## src/rtl/instr_halfword_assembler.sv

```systemverilog
// instr_halfword_assembler
// Collects 16-bit halfwords from the fetch buffer into one 1/2/3-halfword
// instruction. The instruction length comes from the group field of hw0.
// The assembled {hw0, hw1, hw2} word is held for the decoder behind a
// valid/ready handshake.
module instr_halfword_assembler #(
  parameter int HW_WIDTH   = 16,
  parameter int ADDR_WIDTH = 32,
  // Group field position inside hw0: the two most significant bits.
  parameter int GROUP_HI   = HW_WIDTH - 1,
  parameter int GROUP_LO   = HW_WIDTH - 2
) (
  input  logic                    clk,
  input  logic                    rst,
  input  logic                    flush,
  input  logic                    in_valid,
  output logic                    in_ready,
  input  logic [HW_WIDTH-1:0]     in_hw,
  input  logic [ADDR_WIDTH-1:0]   in_pc,
  output logic                    out_valid,
  input  logic                    out_ready,
  output logic [3*HW_WIDTH-1:0]   out_instr,
  output logic [ADDR_WIDTH-1:0]   out_pc,
  output logic [1:0]              out_len
);

  typedef enum logic [1:0] {
    S_HW0,
    S_HW1,
    S_HW2,
    S_FULL
  } state_t;

  state_t                  state_q, state_d;
  logic [HW_WIDTH-1:0]     hw0_q, hw1_q, hw2_q;
  logic [ADDR_WIDTH-1:0]   pc_q;
  logic [1:0]              len_q;
  logic                    valid_q;

  logic                    accept;
  logic                    cap_hw0, cap_hw1, cap_hw2;
  logic [1:0]              new_len;

  // Instruction length in halfwords, decoded from the group field of hw0.
  function automatic logic [1:0] len_of(input logic [HW_WIDTH-1:0] hw);
    logic [GROUP_HI-GROUP_LO:0] group;
    group = hw[GROUP_HI:GROUP_LO];
    case (group)
      2'd0:    return 2'd1;
      2'd1:    return 2'd2;
      2'd2:    return 2'd2;
      default: return 2'd3;
    endcase
  endfunction

  // Handshake: only a held instruction that the decoder refuses blocks input.
  assign in_ready = (state_q != S_FULL) || out_ready;
  assign accept   = in_valid && in_ready;
  assign new_len  = len_of(in_hw);

  // State register.
  always_ff @(posedge clk or posedge rst) begin
    // NOTE: sequential state uses non-blocking (<=) so every flop samples
    // pre-edge values regardless of block ordering in simulation.
    if (rst) state_q <= S_HW0;
    else     state_q <= state_d;
  end

  // Next-state and halfword capture enables.
  always_comb begin
    // NOTE: every output of this block gets a default first, so no path
    // through the case statement can leave a value unassigned (no latches).
    state_d = state_q;
    cap_hw0 = 1'b0;
    cap_hw1 = 1'b0;
    cap_hw2 = 1'b0;

    unique case (state_q)
      S_HW0: begin
        if (accept) begin
          cap_hw0 = 1'b1;
          state_d = (new_len == 2'd1) ? S_FULL : S_HW1;
        end
      end
      S_HW1: begin
        if (accept) begin
          cap_hw1 = 1'b1;
          state_d = (len_q == 2'd2) ? S_FULL : S_HW2;
        end
      end
      S_HW2: begin
        if (accept) begin
          cap_hw2 = 1'b1;
          state_d = S_FULL;
        end
      end
      S_FULL: begin
        // On handoff, a halfword accepted in the same cycle starts the next
        // instruction immediately, so back-to-back instructions have no bubble.
        if (out_ready) begin
          if (accept) begin
            cap_hw0 = 1'b1;
            state_d = (new_len == 2'd1) ? S_FULL : S_HW1;
          end else begin
            state_d = S_HW0;
          end
        end
      end
      default: state_d = S_HW0;
    endcase

    // Branch redirect wins over any accept or handoff in the same cycle;
    // the halfword presented now is dropped.
    if (flush) begin
      state_d = S_HW0;
      cap_hw0 = 1'b0;
      cap_hw1 = 1'b0;
      cap_hw2 = 1'b0;
    end
  end

  // Halfword, PC and length registers plus the registered valid flag.
  always_ff @(posedge clk or posedge rst) begin
    if (rst) begin
      hw0_q   <= '0;
      hw1_q   <= '0;
      hw2_q   <= '0;
      pc_q    <= '0;
      len_q   <= 2'd1;
      valid_q <= 1'b0;
    end else begin
      valid_q <= (state_d == S_FULL);
      if (flush) begin
        hw0_q <= '0;
        hw1_q <= '0;
        hw2_q <= '0;
      end else if (cap_hw0) begin
        // A new hw0 clears the tail so shorter instructions read zero there.
        hw0_q <= in_hw;
        hw1_q <= '0;
        hw2_q <= '0;
        pc_q  <= in_pc;
        len_q <= new_len;
      end else if (cap_hw1) begin
        hw1_q <= in_hw;
      end else if (cap_hw2) begin
        hw2_q <= in_hw;
      end
    end
  end

  assign out_valid = valid_q;
  assign out_instr = {hw0_q, hw1_q, hw2_q};
  assign out_pc    = pc_q;
  assign out_len   = len_q;

endmodule
```

## config.mk

```make
export PLATFORM = sky130hd
export DESIGN_NAME = instr_halfword_assembler
export DESIGN_NICKNAME = d
export VERILOG_FILES = /design/src/rtl/instr_halfword_assembler.sv
export SDC_FILE = /design/constraint.sdc
export NUM_CORES = 1
export LEC_CHECK = 0
export ABC_AREA = 1
export CORE_MARGIN = 2
export CORE_UTILIZATION = 39
export CTS_BUF_LIST = sky130_fd_sc_hd__clkbuf_4 sky130_fd_sc_hd__clkbuf_8
export DETAILED_ROUTE_END_ITERATION = 12
export GPL_ROUTABILITY_DRIVEN = 1
export PLACE_DENSITY = 0.75
export REMOVE_ABC_BUFFERS = 1
export SETUP_SLACK_MARGIN = 0.05
export SLEW_MARGIN = 20
export SYNTH_ARGS = -nofsm -noshare
export SYNTH_HDL_FRONTEND = slang
export SYNTH_SLANG_ARGS = --single-unit
```

## constraint.sdc

```tcl
create_clock -name clk -period 2.3 [get_ports clk]
set_input_delay 0.23 -clock clk [delete_from_list [all_inputs] [get_ports clk]]
set_output_delay 0.23 -clock clk [all_outputs]
set_load 0.05 [all_outputs]
```

## Yosys cells after proc, flatten, opt, wreduce, memory -nomap -nowiden

Index checks and enable logic that the tools add are counted.

- Register bits after elaboration: 85
- Output and inout port bits: 84

- Equality and inequality tests: 10
- Multiplexer cells: 27
- Bitwise gates (word level): 1
- Reductions and logical operators: 10

Operators with widths:

| cell | count |
|---|---|
| $mux W16 | 9 |
| $mux W2 | 7 |
| $eq A2 B2 Y1 const B | 5 |
| $mux W1 | 8 |
| $pmux W2 S4 | 1 |
| $eq A2 B1 Y1 const B | 3 |
| $reduce_bool A3 Y1 | 2 |
| $logic_not A2 Y1 | 2 |
| $pmux W2 S2 | 1 |
| $reduce_and A2 Y1 | 2 |
| $ne A3 B3 Y1 const B | 1 |
| $ne A2 B2 Y1 const B | 1 |
| $pmux W1 S2 | 1 |
| $reduce_bool A2 Y1 | 1 |
| $reduce_or A2 Y1 | 1 |
| $logic_and A1 B1 Y1 | 1 |
| $logic_or A1 B1 Y1 | 1 |
| $not A1 Y1 | 1 |

## Logic depth before layout (Yosys ltp)

Gate-level depths: netlist (run 1).

- Depth in word-level cells: 10
- Gate-level depth with buffers: 10

## Least setup slack after synthesis (run 1)

No wires, ideal clock.

- Kind: register to register
- Start point: register state_q[1]
- End point: register pc_q[29] (netlist: out_pc[29])
- Library setup time: 0.119 ns
- Data arrival time: 1.655 ns
- Data required time: 2.181 ns
- Setup slack: 0.526 ns
- Cell stages (with the launch flop): 11
- Path buffers: 1
- Period minus slack after synthesis: 1.774 ns
- Cell sequence: dfrtp_1 -> ha_1 -> nand2_2 -> nand2_4 -> inv_2 -> nand2_8 -> nor2_8 -> inv_2 -> buf_2 -> nand2_1 -> nand2_1

- Cells in the longest elaborated chain, start to end: 8
- Elaborated cells on any way between the ends: 10
- Those cells by class: eq/ne (2); mux (4); reduce/logical (4)

Ends and longest elaborated chain:

| what | RTL line | text |
|---|---|---|
| from (decl) | 34 | `state_t state_q, state_d;` |
| from (signal assigned) | 66 | `else state_q <= state_d;` |
| $ne A2 B2 Y1 * | 57 | `assign in_ready = (state_q != S_FULL) \|\| out_ready;` |
| $logic_or A1 B1 Y1 * | 57 |  |
| via in_ready | 17 | `output logic in_ready,` |
| $logic_and A1 B1 Y1 * | 58 | `assign accept = in_valid && in_ready;` |
| $mux W1 * | 80, 101 |  |
| $mux W1 | 100 | `if (out_ready) begin` |
| $pmux W1 S2 * | 78 | `unique case (state_q)` |
| $mux W1 * | 114 | `if (flush) begin` |
| $reduce_and A2 Y1 (no line) * | - |  |
| to (signal assigned) | 142 | `pc_q <= in_pc;` |
| to (decl) | 36 | `logic [ADDR_WIDTH-1:0] pc_q;` |

The timed path passes the listed nets; every way through them passes the cells marked *.
A chain may end at the register's enable or synchronous reset.

## Worst setup path after layout (run 1)

- Start point: register state_q[1]
- End point: output port in_ready

- Cells in the longest elaborated chain, start to end: 2

Ends and longest elaborated chain:

| what | RTL line |
|---|---|
| $ne A2 B2 Y1 | 57 |
| $logic_or A1 B1 Y1 | 57 |
| to (decl) | 17 |

No other way between the ends.

==> metrics list, run 1 <==
- The floorplan step defined a core boundary enclosing 9110 sq um.
- Average cell area after synthesis: about 8.6 sq um
* Placed instance count: 655
- After synthesis, flip-flops and latches occupy 59.1% of the total area.
- After Yosys synthesis, and, or, nand and nor cells account for 30.7% of the synthesized area.
- Share of layout cells above drive strength 1: 6.79%
* Max Transition Viols Final: 0
- The signal on the critical path passes through ha_1 > nand2_2 > dlygate4sd2_1.
- After detailed routing, the average wire length per cell comes to 13.6 microns.
* Total stage count of the critical path: 3
* Status: complete, no violations
* Maximum cell stage delay along the critical path: 0.55 ns
- Max Cap Violations: 0
- In this run the static leakage power is around 2.7 nW.
- At the end of the flow the core is filled with cells to 57.9%.
* Detailed-router iteration count before antenna repair: 4
* WS Path Type: reg -> out
- Post-CTS Setup Repair Bufs: 0
- Hold is met by 0.283 ns.
* Post-route total power: 6.64 mW
- Synth top area share: roughly 58%
- Detailed routing placed a total of between 500 and 600 microns of wire on met3.
* Crit path launch: state_q[1]
- Measured along the y axis, the die boundary spans 100 microns.
- CTS buffer count: 9
- Number of different library cells in the post-synthesis netlist: 21
- Antenna viol nets, final: 0
- Most area-hungry cell type in the Yosys netlist: sky130_fd_sc_hd__dfrtp_1
- Setup repair after global routing left no endpoint under its margin.
- Buf+Inv Stages, Crit Path: 1
* Wire length of the first global-routing pass: between 15 and 20 mm
- The tree built by TritonCTS fans out to 85 sinks.
* Clock transition time at the flip-flop clock pins of the worst setup and hold paths: 0.09 ns
* Yosys warning total: 0
* HPWL reported at the end of detailed placement: 6.48 mm
- The tree is rooted in a sky130_fd_sc_hd__clkbuf_8.
- Setup slack on the critical path of the routed design comes to 0.314 ns.
- Post-detailed-placement cell area: just over 5000 sq um
- Clock insertion delay at the later pin of the skew report: 0.35 ns
* Final Hold Fails: 0
- After layout, the minimum clock period comes to approximately 2.0 ns.
- Iteration-0 DRC count of the detailed router: 153
- Sorting the synthesized cells by area gives the leading types as sky130_fd_sc_hd__dfrtp_1, sky130_fd_sc_hd__nand2_1, sky130_fd_sc_hd__nor2_1.
- The worst setup path is launched from a flop.
* Highest routed metal layer: met4
* Proportion of synthesized area in mux cells: 0%
- The synthesized netlist devotes 0% of its cell area to XOR and XNOR gates.
- The cell count after synthesis came out at approximately 420.
- Routed Wire Length: 9.10 mm
* Cell area after synthesis: between 3000 and 4000 sq um
- Row generation in the floorplan step produced 35 rows.
- Post-Place Worst Slack: 0.108 ns
* Setup Viol. Count Final: 0
- # hold bufs at CTS: 0
- In the global route stage, overall resource usage came out at 19.0%.
* Metal2 WL: 4.52 mm
* Initial Utilization: 39.5%
* TritonCTS clock tree: built
* Final Instance Count excl. Fillers: 671
- The endpoint identified for the worst register-to-register timing path is out_pc[12].
* CTS H-tree lvls: 3
- I/O Buffers: 136
- VDD sags by at most 0.676 mV.
- Pwr per Cell Area: 1260 nW/um^2
- The kind of cell with the highest combined delay along the critical path is buffers and inverters.
* Initial antenna violation count: 0
- STA puts the critical path data arrival time at 1.76 ns.
* Required time of the worst setup path: ~2.1 ns
* Die X: 100 microns
- The path class of the tightest hold or removal check is in -> async.
- Number of vias after detailed routing: roughly 3100
* Die footprint: between 10000 and 15000 sq um
* Commonest non-fill, non-tap cell in the layout: sky130_fd_sc_hd__nand2_1
- Vias in the first global route: 3198
* Final worst path period share: 86.4%
- The worst register-to-register path begins at state_q[1].
- Fmax: approximately 0.50 GHz
- Worst-case register-to-register setup slack: 0.34 ns
- In the final design database the tool counted 615 nets.
- Adder-cell share of the synthesized area: 2.43%
- M1 wire length: 3.91 mm
* Clock tree skew after final layout: 0.0131 ns
* Filler Cell Count: 850
- In the layout the commonest cells are sky130_fd_sc_hd__nand2_1, sky130_fd_sc_hd__clkdlybuf4s50_1, sky130_fd_sc_hd__dfrtp_1, sky130_fd_sc_hd__nor2_1, sky130_fd_sc_hd__inv_1.
* # DRC: 0
- Maximum number of pins on one net before global-route repair: 86
* Total of flip-flops plus latches after synthesis: 85
* Endpoint of the worst setup timing path: in_ready
* Transition at the pin with the smallest max-transition slack: 0.598 ns
- Avg Vias per Cell: approximately 4.6
- Area overhead of the layout relative to synthesis: 46.6%
- Worst slew margin: about 60%
- For this design the top-level I/O count stands at 137.
- Counting cells, the worst reg-to-reg path comes to 8.
- Adding up every negative setup slack in the final design gives 0 ns.
- Summed over all layers, the global routing overflow is 0.
- Final cell area excluding filler cells: 5270 sq um
- Library cell contributing the largest single delay on the critical path: sky130_fd_sc_hd__dlygate4sd2_1
- By area, the combinational part of the netlist is dominated by simple AND/OR/NAND/NOR gates.
- Maximum buffer depth of the clock tree: 2
* Compound-gate portion of the synthesized area: under 10%
- STA classifies the critical path endpoint as an output pin.
- The number of antenna diodes in the final layout is 0.
- Routability-driven placement finished with a final weighted congestion of about 0.8.
* Worst-path fanout max: 5
## how the worst min path moves through the flow
stage | endpoint | startpoint | cells past startpoint | slack (ns)
detailed placement | out_pc[8] | out_pc[8] | 2 | 0.46
finish | hw1_q[5] | rst | 3 | 0.28
global route | hw1_q[3] | rst | 3 | 0.28
floorplan | state_q[0] | flush | 1 | 0.30
global placement | out_pc[7] | out_pc[7] | 2 | 0.45
CTS | hw2_q[5] | rst | 3 | 0.30
## tightest hold or removal path: stages
cell,delay [ns]
sky130_fd_sc_hd__clkdlybuf4s50_1,0.41
sky130_fd_sc_hd__clkinv_2,0.06
sky130_fd_sc_hd__buf_12,0.35
## layer usage
layer  GRT usage (%)  up-vias
met1            23.6     1466
met5               0        -
met2            32.4       95
met4            6.32        0
met3            5.01        9
li1                -     1545
## Yosys cell counts
cell and n:
sky130_fd_sc_hd__nand2_4 1, sky130_fd_sc_hd__clkbuf_1 2, sky130_fd_sc_hd__o21ai_1 17, sky130_fd_sc_hd__inv_2 3, sky130_fd_sc_hd__ha_1 7, sky130_fd_sc_hd__buf_2 10, sky130_fd_sc_hd__nand2_8 2, sky130_fd_sc_hd__nand2_1 205
sky130_fd_sc_hd__nor2_4 2, sky130_fd_sc_hd__nor2_2 3, sky130_fd_sc_hd__buf_4 1, sky130_fd_sc_hd__dfstp_2 1, sky130_fd_sc_hd__o21ai_0 1, sky130_fd_sc_hd__nand2_2 1, sky130_fd_sc_hd__dfrtp_1 84, sky130_fd_sc_hd__nor2_8 1
sky130_fd_sc_hd__buf_6 2, sky130_fd_sc_hd__nor2_1 29, sky130_fd_sc_hd__nand3_1 20, sky130_fd_sc_hd__or2_2 1, sky130_fd_sc_hd__inv_1 24
## registers in the layout, summed over array words and instances (netlist names)
signal	cells
out_len	2
state_q	2
out_pc	32
hw1_q	16
out_valid	1
hw0_q	16
hw2_q	16
## what timing repair did
item | in CTS | in global routing
resized for setup | 1 | 2
pin swaps | 0 | 0
endpoints found under the setup margin | 1 | 49
## kinds of logic after synthesis
| family | Yosys count |
|---|---|
| AND/OR/NAND/NOR | 265 |
| flip-flops | 85 |
| adder cells (fa/ha/maj) | 7 |
| AO/OA/AOI/OAI | 18 |
| buffers and inverters | 42 |
## area by class of cell
type | count | area [sq um] | share of cell area, %
clock buffer | 9 | 124 | 2.35
clock inverter | 7 | 78.8 | 1.49
timing repair buffer | 142 | 1420 | 26.9
tap | 111 | 139 | 2.63
inverter | 27 | 105 | 1.99
sequential | 85 | 2130 | 40.4
multi-input combinational | 290 | 1280 | 24.3
## report_power, final
group | total, mW | internal (mW) | switching [mW]
Combinational | 3.40 | 1.05 | 2.35
Sequential | 2.16 | 1.91 | 0.250
Clock | 1.08 | 0.515 | 0.563
Total | 6.64 | 3.48 | 3.16
Note: power is estimated with default switching activity, not from simulation.
==> inputs of run 2 (changes only) <==
--- a/config.mk
+++ b/config.mk
@@ -6,6 +6,7 @@
 export NUM_CORES = 1
 export LEC_CHECK = 0
 export ABC_AREA = 1
+export CAP_MARGIN = 10
 export CORE_MARGIN = 2
 export CORE_UTILIZATION = 39
 export CTS_BUF_LIST = sky130_fd_sc_hd__clkbuf_4 sky130_fd_sc_hd__clkbuf_8
==> results of run 2 <==
Final layout, timing and power as in run 1 (identical DEF).
==> inputs of run 3 (changes only) <==
--- a/config.mk
+++ b/config.mk
@@ -8,11 +8,11 @@
 export ABC_AREA = 1
 export CAP_MARGIN = 10
 export CORE_MARGIN = 2
-export CORE_UTILIZATION = 39
+export CORE_UTILIZATION = 41
 export CTS_BUF_LIST = sky130_fd_sc_hd__clkbuf_4 sky130_fd_sc_hd__clkbuf_8
 export DETAILED_ROUTE_END_ITERATION = 12
 export GPL_ROUTABILITY_DRIVEN = 1
-export PLACE_DENSITY = 0.75
+export PLACE_DENSITY = 0.78
 export REMOVE_ABC_BUFFERS = 1
 export SETUP_SLACK_MARGIN = 0.05
 export SLEW_MARGIN = 20
==> run 3 against run 2 <==
Sequential share of layout area is 0.086 points lower. Clock skew is 0.0048 ns lower. Non-clock buffer count increased by 1. Final cell count shrank 0.60%. Utilization increased by 3.3 points. Critical path depth up 5. Via count increased by 1.3%. Power up 1.2%. Clock-buffer cell count rose by 1. Global-route usage increased by 1.9 points. Combinational power is essentially flat. Cell area grew 0.21%. Critical path type is now reg -> reg. Critical endpoint is now out_pc[23].
==> metrics list, run 3 (synthesized netlist as in run 1, its figures left out) <==
* Status: complete, no violations
- The post-placement worst setup slack is 0.104 ns (-0.00363 ns).
- The number of DRC markers in iteration 0 was 226 (+48%).
- Vias in the first global route: 3262 (+2.0%)
- Family with the most delay on the worst path: simple AND/OR/NAND/NOR gates
- Antenna viol nets, final: 0 (unchanged)
- The total core area is 8640 sq um (-5.2%).
- Post-CTS Setup Repair Bufs: 0 (unchanged)
- Initial Utilization: 41.7% (+2.2 points)
- The pin count of the biggest net entering global routing came to 51 (-41%).
* Worst ir drop on vdd: 0.818 mV (+21%)
* Detailed-router iteration count before antenna repair: 4 (unchanged)
- The maximum net fanout on the critical path is 34 (+29).
* Initial antenna violation count: 0 (unchanged)
* Total stage count of the critical path: 8 (+5)
- Signal routing reaches up to met4.
- Static Leak: 2.67 nW (+0.63%)
- The data arrival time of the critical path was 2.23 ns (+0.47 ns).
- RD Place Congestion: 0.812 (-1.3%)
* Final layout net count: 616 (+0.16%)
- The flip-flop count of the largest register, all copies and words added came to 32 (unchanged).
- Final setup margin: 0.348 ns (+0.0338 ns)
- The aggregate negative setup slack came to 0 ns (unchanged).
- The overall routing resource usage was 20.9% (+1.9 points).
- The number of buffers inserted during clock tree synthesis came to 9 (unchanged).
- Shortest period the worst path allows: 1.95 ns (-0.0338 ns)
* GR Overflow Total: 0 (unchanged)
- Final Hold Fails: 0 (unchanged)
- The number of diodes added for antenna fixing was 0 (unchanged).
* HPWL reported at the end of detailed placement: 6.81 mm (+5.1%)
- The clock latency of the later-clocked register in the worst-skew pair was 0.34 ns (about the same).
- Number of gates given a new drive strength after cts: 0 (-1)
- Pwr per Cell Area: 1270 nW/um^2 (+0.94%)
* Transition at the pin with the smallest max-transition slack: 0.558 ns (-0.0408 ns)
- The number of I/O pins was 137 (unchanged).
- Area overhead of the layout relative to synthesis: 46.9%
* Crit Reg-Reg Startpoint: state_q[0]
- Cell repeated most along the worst path: sky130_fd_sc_hd__nand2_1
- The count of endpoints failing setup in the final report came to 0 (unchanged).
- The register-to-register setup slack is 0.35 ns (about the same).
* Library cell contributing the largest single delay on the critical path: sky130_fd_sc_hd__dfrtp_1
* WS Path Type: reg -> reg
- Wire length of the first global-routing pass: 15.9 mm (+5.7%)
- Avg Vias per Cell: 4.73 (+1.9%)
* R2r worst-path depth: 8 (unchanged)
* Required time of the worst setup path: 2.58 ns (+0.51 ns)
- The DRC violation count after routing was 0 (unchanged).
* Share of layout cells above drive strength 1: 6.80% (+0.012 points)
- M1 wire length: 3.84 mm (-1.7%)
* Worst slew margin: 62.7% (+2.6 points)
- Die X: 97.7 microns (-2.4%)
- Buf+Inv Stages, Crit Path: 2 (+1)
- CTS H-tree lvls: 3 (unchanged)
- Clock Root Buffer: sky130_fd_sc_hd__clkbuf_8
- The routed wire length came to 9.39 mm (+3.2%).
- The library cell used most frequently in the layout, excluding fill and tap cells, is sky130_fd_sc_hd__nand2_1.
- The maximum achievable frequency was 0.512 GHz (+1.7%).
- Clock transition time at the flip-flop clock pins of the worst setup and hold paths: 0.08 ns (about the same)
- The delay of the slowest critical-path stage came to 0.40 ns (-0.15 ns).
- TritonCTS built the clock tree.
- The total number of placement rows is 34 (-2.9%).
- Max Cap Violations: 0 (unchanged)
- The wire length on met2 is 4.64 mm (+2.5%).
- The fraction of the cycle the final worst path needs is 84.9% (-1.5 points).
* # hold bufs at CTS: 0 (unchanged)
- Maximum buffer depth of the clock tree: 2 (unchanged)
* RR Endpoint: out_pc[23]
- Die footprint: 9540 sq um (-4.7%)
* Die height: 97.7 microns (-2.4%)
* Routed wirelength normalized by instance count: 14.1 microns (+3.8%)
* Clock tree skew after final layout: 0.00823 ns (-0.00484 ns)
- Setup repair after global routing left no endpoint under its margin.
- Top library cells by usage in the layout, fill and taps aside: sky130_fd_sc_hd__nand2_1, sky130_fd_sc_hd__clkdlybuf4s50_1, sky130_fd_sc_hd__dfrtp_1, sky130_fd_sc_hd__nor2_1, sky130_fd_sc_hd__inv_1
- Worst setup SP type: flop
- The worst setup path is captured at a flop.
* Worst hold-check path type: in -> async
- The minimum hold slack came to 0.232 ns (-0.0507 ns).
- The final count of pins violating max slew is 0 (unchanged).
* Worst-path cell chain: inv_1 > ha_1 > nor2_2 > nand2_8 > nor2_8 > buf_4 > nand2_1 > nand2_1
- Crit path launch: state_q[0]
- Sum of met3 wire segment lengths after detailed routing: 758 microns (+32%)
- I/O Buffers: 136 (unchanged)
- Number of vias after detailed routing: 3154 (+1.3%)
- # clock sinks: 85 (unchanged)
## run 3: final cells by class
cell class | count | area [sq um]
Fill cell | 750 | 3350
Sequential cell | 85 | 2130
Timing Repair Buffer | 143 | 1420
Multi-Input combinational cell | 290 | 1280
Clock buffer | 10 | 138
Tap cell | 108 | 135
Inverter | 27 | 105
Clock inverter | 4 | 73.8
## run 3: per-layer routing
metal / global-route usage [%] / vias to the layer above
met5: 0 / -
met1: 25.3 / 1495
met2: 34.5 / 108
li1: - / 1541
met3: 7.99 / 10
met4: 6.41 / 0
## run 3: how the worst max path moves through the flow
stage | slack (ns) | to
6_report | 0.35 | out_pc[23]
5_1_grt | 0.19 | hw2_q[2]
4_1_cts | 0.13 | out_pc[18]
3_5_place_dp | 0.10 | out_pc[18]
3_3_place_gp | 0.22 | out_len[0]
2_1_floorplan | -0.12 | hw0_q[0]
## run 3: metrics by stage
stage,cell area [sq um],instances,power (mW),utilization (%)
2_1_floorplan,3510,402,4.38,-
3_5_place_dp,5070,653,5.62,58.7
3_3_place_gp,5070,653,5.55,58.7
4_1_cts,5280,667,6.77,61.2
5_1_grt,5290,667,7.07,61.2
6_report,5290,667,6.72,61.2
## run 3: power breakdown
group | total (mW) | leakage [nW] | switching [mW] | internal, mW
sequential | 2.16 | 1.13 | 0.250 | 1.91
combinational | 3.42 | 1.44 | 2.37 | 1.06
clock | 1.13 | 0.108 | 0.504 | 0.630
total | 6.72 | 2.67 | 3.12 | 3.60
